--- config.mk ---
export PLATFORM = sky130hd
export DESIGN_NAME = booth_controller
export DESIGN_NICKNAME = d
export VERILOG_FILES = /design/src/rtl/booth_controller.sv
export SDC_FILE = /design/constraint.sdc
export NUM_CORES = 1
export LEC_CHECK = 0
export BUFFER_PORTS_ARGS = -buffer_cell sky130_fd_sc_hd__buf_2
export CORE_ASPECT_RATIO = 0.6
export CORE_MARGIN = 10
export CORE_UTILIZATION = 40
export DETAILED_ROUTE_END_ITERATION = 12
export GPL_ROUTABILITY_DRIVEN = 0
export PLACE_DENSITY = 0.72
export SLEW_MARGIN = 0
export SYNTH_ARGS = -nofsm -noshare
export SYNTH_HDL_FRONTEND = slang
export SYNTH_SLANG_ARGS = --single-unit
--- constraint.sdc ---
create_clock -name clk -period 1.15 [get_ports clk]
set_input_delay 0 -clock clk [delete_from_list [all_inputs] [get_ports clk]]
set_output_delay 0 -clock clk [all_outputs]
set_load 0.1 [all_outputs]
--- src/rtl/booth_controller.sv ---
// booth_controller: control FSM for the radix-2 Booth multiplier datapath.
// Sequences load, add/subtract and shift steps and captures the product.
module booth_controller #(
    parameter int N_BITS = 8
) (
    input  logic                  clk,
    input  logic                  rst,
    input  logic                  start,
    input  logic                  q0,
    input  logic                  qm1,
    input  logic                  eqz,
    input  logic [2*N_BITS-1:0]   data_in,
    output logic                  LdA,
    output logic                  LdQ,
    output logic                  LdM,
    output logic                  LdCount,
    output logic                  clrA,
    output logic                  clrQ,
    output logic                  clrM,
    output logic                  clrff,
    output logic                  sftA,
    output logic                  sftQ,
    output logic                  sftDff,
    output logic                  add_sub,
    output logic                  EnableALU,
    output logic                  decr,
    output logic                  busy,
    output logic                  done,
    output logic [2*N_BITS-1:0]   product
);

    typedef enum logic [2:0] {
        S_IDLE  = 3'd0,
        S_LOAD  = 3'd1,
        S_CHECK = 3'd2,
        S_ARITH = 3'd3,
        S_SHIFT = 3'd4,
        S_DONE  = 3'd5
    } state_t;

    // Control word layout:
    // {LdA,LdQ,LdM,LdCount,clrA,clrff,sftA,sftQ,sftDff,EnableALU,decr,busy,done}
    localparam logic [12:0] C_IDLE  = 13'b0_0_0_0_0_0_0_0_0_0_0_0_0;
    localparam logic [12:0] C_LOAD  = 13'b0_1_1_1_1_1_0_0_0_0_0_1_0;
    localparam logic [12:0] C_CHECK = 13'b0_0_0_0_0_0_0_0_0_0_0_1_0;
    localparam logic [12:0] C_ARITH = 13'b1_0_0_0_0_0_0_0_0_1_0_1_0;
    localparam logic [12:0] C_SHIFT = 13'b0_0_0_0_0_0_1_1_1_0_1_1_0;
    localparam logic [12:0] C_DONE  = 13'b0_0_0_0_0_0_0_0_0_0_0_1_1;

    state_t                r_state;
    logic                  r_op;
    logic [12:0]           r_ctl;
    logic [2*N_BITS-1:0]   r_product;
    logic                  w_run;

    // State, op, product and the registered control word for the next state
    always_ff @(posedge clk) begin
        if (rst) begin
            r_state   <= S_IDLE;
            r_op      <= 1'b0;
            r_product <= '0;
            r_ctl     <= C_IDLE;
        end else begin
            case (r_state)
                S_IDLE: begin
                    if (start) begin
                        r_state <= S_LOAD;
                        r_ctl   <= C_LOAD;
                    end else begin
                        r_state <= S_IDLE;
                        r_ctl   <= C_IDLE;
                    end
                end
                S_LOAD: begin
                    r_state <= S_CHECK;
                    r_ctl   <= C_CHECK;
                end
                S_CHECK: begin
                    if (eqz) begin
                        r_state   <= S_DONE;
                        r_ctl     <= C_DONE;
                        r_product <= data_in;
                    end else begin
                        case ({q0, qm1})
                            2'b10: begin
                                r_op    <= 1'b0;
                                r_state <= S_ARITH;
                                r_ctl   <= C_ARITH;
                            end
                            2'b01: begin
                                r_op    <= 1'b1;
                                r_state <= S_ARITH;
                                r_ctl   <= C_ARITH;
                            end
                            default: begin
                                r_state <= S_SHIFT;
                                r_ctl   <= C_SHIFT;
                            end
                        endcase
                    end
                end
                S_ARITH: begin
                    r_state <= S_SHIFT;
                    r_ctl   <= C_SHIFT;
                end
                S_SHIFT: begin
                    r_state <= S_CHECK;
                    r_ctl   <= C_CHECK;
                end
                S_DONE: begin
                    r_state <= S_IDLE;
                    r_ctl   <= C_IDLE;
                end
                default: begin
                    r_state <= S_IDLE;
                    r_ctl   <= C_IDLE;
                end
            endcase
        end
    end

    // Reset forces the clears on and masks everything else
    assign w_run     = ~rst;
    assign LdA       = r_ctl[12] & w_run;
    assign LdQ       = r_ctl[11] & w_run;
    assign LdM       = r_ctl[10] & w_run;
    assign LdCount   = r_ctl[9]  & w_run;
    assign clrA      = r_ctl[8]  | rst;
    assign clrff     = r_ctl[7]  | rst;
    assign sftA      = r_ctl[6]  & w_run;
    assign sftQ      = r_ctl[5]  & w_run;
    assign sftDff    = r_ctl[4]  & w_run;
    assign EnableALU = r_ctl[3]  & w_run;
    assign decr      = r_ctl[2]  & w_run;
    assign busy      = r_ctl[1]  & w_run;
    assign done      = r_ctl[0]  & w_run;
    assign clrQ      = rst;
    assign clrM      = rst;
    assign add_sub   = r_op & w_run;
    assign product   = r_product;

endmodule

==> flow_summary_export.csv <==
group,metric,value,unit
die,die_w,87.5,um
critical_path,reg2reg_depth,4,
cells_and_area,syn2layout_area_growth,74.6,%
die,fp.dieArea,5290,um2
sta,finClkSkew,0.00621,ns
global_routing,grt_pass1_vias,1057,
sta,final_max_slew_viol_count,0,
detailed_routing,vias,1031,
sta,hold_viol,0,
sta,max_freq,872,MHz
global_routing,grt_max_degree,19,
logic_synthesis,synthCells,123,
global_routing,use_met1,0.123,
sta,rsz0062_at_grt,"yes",
critical_path,cp.arrival,1.35,ns
sta,fin_crit,1.15,ns
clock_tree,cts_tree,"built",
cells_and_area,diodes,0,
detailed_routing,ant_nets,0,
detailed_routing,drt-wirelength-per-cell,15.8,um
die,core,2560,um2
die,rows,14,
power_and_ir_drop,p_int,0.00139,W
clock_tree,cts_buffers,3,
sta,tightest_slew,0.498,ns
power_and_ir_drop,vdd_drop_max,0.688,mV
global_routing,met2_usage,0.219,
logic_synthesis,ys_seq_area_frac,0.458,
critical_path,cp_max_fo,8,
critical_path,required,1.35,ns
clock_tree,clock-sinks,25,
power_and_ir_drop,seqPwrFrac,0.443,
power_and_ir_drop,netSwitchingPower,0.000720,W
detailed_routing,wl,3440,um
logic_synthesis,synth_fp_nets,146,
global_routing,grt.met3_usage,0.0575,
clock_tree,htreeDepth,1,
cells_and_area,fill_cells,162,
cells_and_area,drive_above_1_share,0.589,
detailed_routing,vias_per_cell,4.75,
cells_and_area,final_cell_mix,"buf_2 (37), nand2_1 (28), buf_12 (18), dfxtp_2 (17), dlygate4sd3_1 (16)",
min_path,hold_path.startpoint,"start",
logic_synthesis,yosysWarnings,0,
global_routing,grt_overflow,0,
critical_path,endpoint_kind,"register",
cells_and_area,post-route-util,0.747,
placed_design,port_buffers,53,
clock_tree,cts_max_path_buffers,2,
logic_synthesis,synth_flop_cell,"dfxtp_1",
min_path,min_path_type,"input pin to register",
power_and_ir_drop,p_comb_frac,0.313,
logic_synthesis,synth.distinct_cells,27,
detailed_routing,drc,0,
clock_tree,path_clk_slew,0.09,ns
critical_path,reg2reg_from,"r_state[2]$_SDFF_PP0_",
power_and_ir_drop,p_per_area,1100,nW/um2
detailed_routing,drtPass1Iterations,4,
die,start_util,0.428,
logic_synthesis,synth_edf_count,0,
logic_synthesis,netlist_area,1090,um2
logic_synthesis,synth_area_leaders,"dfxtp_1 (46%), nand2_1 (11%), a21oi_2 (8.0%)",
global_routing,busiest_layer,"met2",
power_and_ir_drop,p_leak,0.794,nW
sta,setup_viol,0,
placed_design,place_hpwl,2440,um
power_and_ir_drop,clkPwrFrac,0.244,
logic_synthesis,synthArstFlopShare,0,
min_path,min_path_cells,2,
power_and_ir_drop,switching_share,0.341,
global_routing,grt_pass1_wl,5080,um
run,maxCapViolCount,0,
run_status,status,"completed",
logic_synthesis,avgSynthCellArea,8.89,um2
logic_synthesis,synth_top_area_cell,"dfxtp_1",
global_routing,grtUsageTotal,0.119,
sta,fin_crit_sh,0.997,
die,die_y,60.5,um
critical_path,worst-setup-path-type,"register to register",
cells_and_area,layout.nets,209,
critical_path,start_kind,"register",
cells_and_area,mostFrequentLayoutCell,"buf_2",
global_routing,antenna_found_initial,0,
clock_tree,insertion_delay,0.27,ns
clock_tree,postCtsSetupRepairBufs,0,
logic_synthesis,synth_seq_cells,25,
cells_and_area,stdcell_count,217,
sta,relSlewSlack,0.670,
placed_design,placed_cells,196,
critical_path,startpoint,"r_state[2]$_SDFF_PP0_",
power_and_ir_drop,power,0.00211,W
clock_tree,cts_root_buf,"clkbuf_8",
detailed_routing,drt_iter0_drc,59,
die,ios,54,
logic_synthesis,yosysTopAreaCellShare,0.458,
## sequential cells by signal, indices dropped and copies added (netlist names)
name and flops:
r_state 3, r_op 1, r_ctl 5, product 16
## path summary, 6_finish.rpt
check / endpoint / slack, ns
worst min-delay path: r_ctl[11]$_SDFF_PP0_ / 0.03
worst min register to register: product[11]$_SDFFE_PP0P_ / 0.47
worst max register to register: product[8]$_SDFFE_PP0P_ / 0.004
worst max-delay path: product[8]$_SDFFE_PP0P_ / 0.004
## timing repair
action | CTS | global route
resized for setup | 3 | 12
endpoints found under the setup margin | 12 | 15
gates cloned | 0 | 1
pin swaps | 0 | 5
hold buffers | 16 | 0
endpoints found under the hold margin | 16 | 0
## routing by layer
layer	wire, um	vias up
met5	0	-
met4	23	0
met2	1720	35
met1	1400	482
met3	293	4
li1	-	510
## Yosys cell counts (2+ instances only)
library cell  count
buf_4            10
a21oi_2          10
nor3_1            3
inv_1             2
nor2_1            3
buf_6             2
a21oi_1           8
buf_2             4
dfxtp_1          25
nor2b_1           7
nand2b_1          3
nand2_1          31
## kinds of logic after synthesis
family	share of synthesized area
AOI/OAI and AO/OA	0.132
xor gates and xnor gates	0.00801
adders and majority gates	0.0114
buffers and inverters	0.133
DFF	0.458
muxes	0.0103
and+or+nand+nor	0.248
## final cells by class
type	instances	area (um2)	share of cell area
clock buffer	4	45.0	0.0236
inverter	2	7.51	0.00393
multi-input combinational	78	527	0.276
sequential	25	529	0.277
tap	32	40.0	0.0210
timing repair buffer	76	761	0.398
## power by group through the flow
stage	clock [W]	sequential (W)	combinational, W
after floorplan	0	0.00106	0.000331
after global placement	0	0.000945	0.000581
after detailed placement	0	0.000949	0.000593
after CTS	0.000520	0.000931	0.000635
after global routing	0.000551	0.000939	0.000688
final	0.000515	0.000933	0.000661
## through the flow
| stage | worst slack, ns | hold WS, ns | area (um2) | setup TNS (ns) |
|---|---|---|---|---|
| after floorplan | -0.150 | 0.102 | 1190 | -0.196 |
| after global placement | 0.0436 | 0.234 | 1630 | 0 |
| after detailed placement | -0.0130 | 0.244 | 1630 | -0.0330 |
| after CTS | 0.0241 | 0.0260 | 1840 | 0 |
| after global routing | -0.0397 | 0.0259 | 1910 | -0.399 |
| final | 0.00379 | 0.0273 | 1910 | 0 |
## critical path, stage by stage (launching register included)
cell      delay [ns]
dfxtp_4         0.37
and4bb_4        0.38
buf_12          0.14
nand2_2         0.06
a21oi_2         0.14
(Power assumes the default switching activity.)
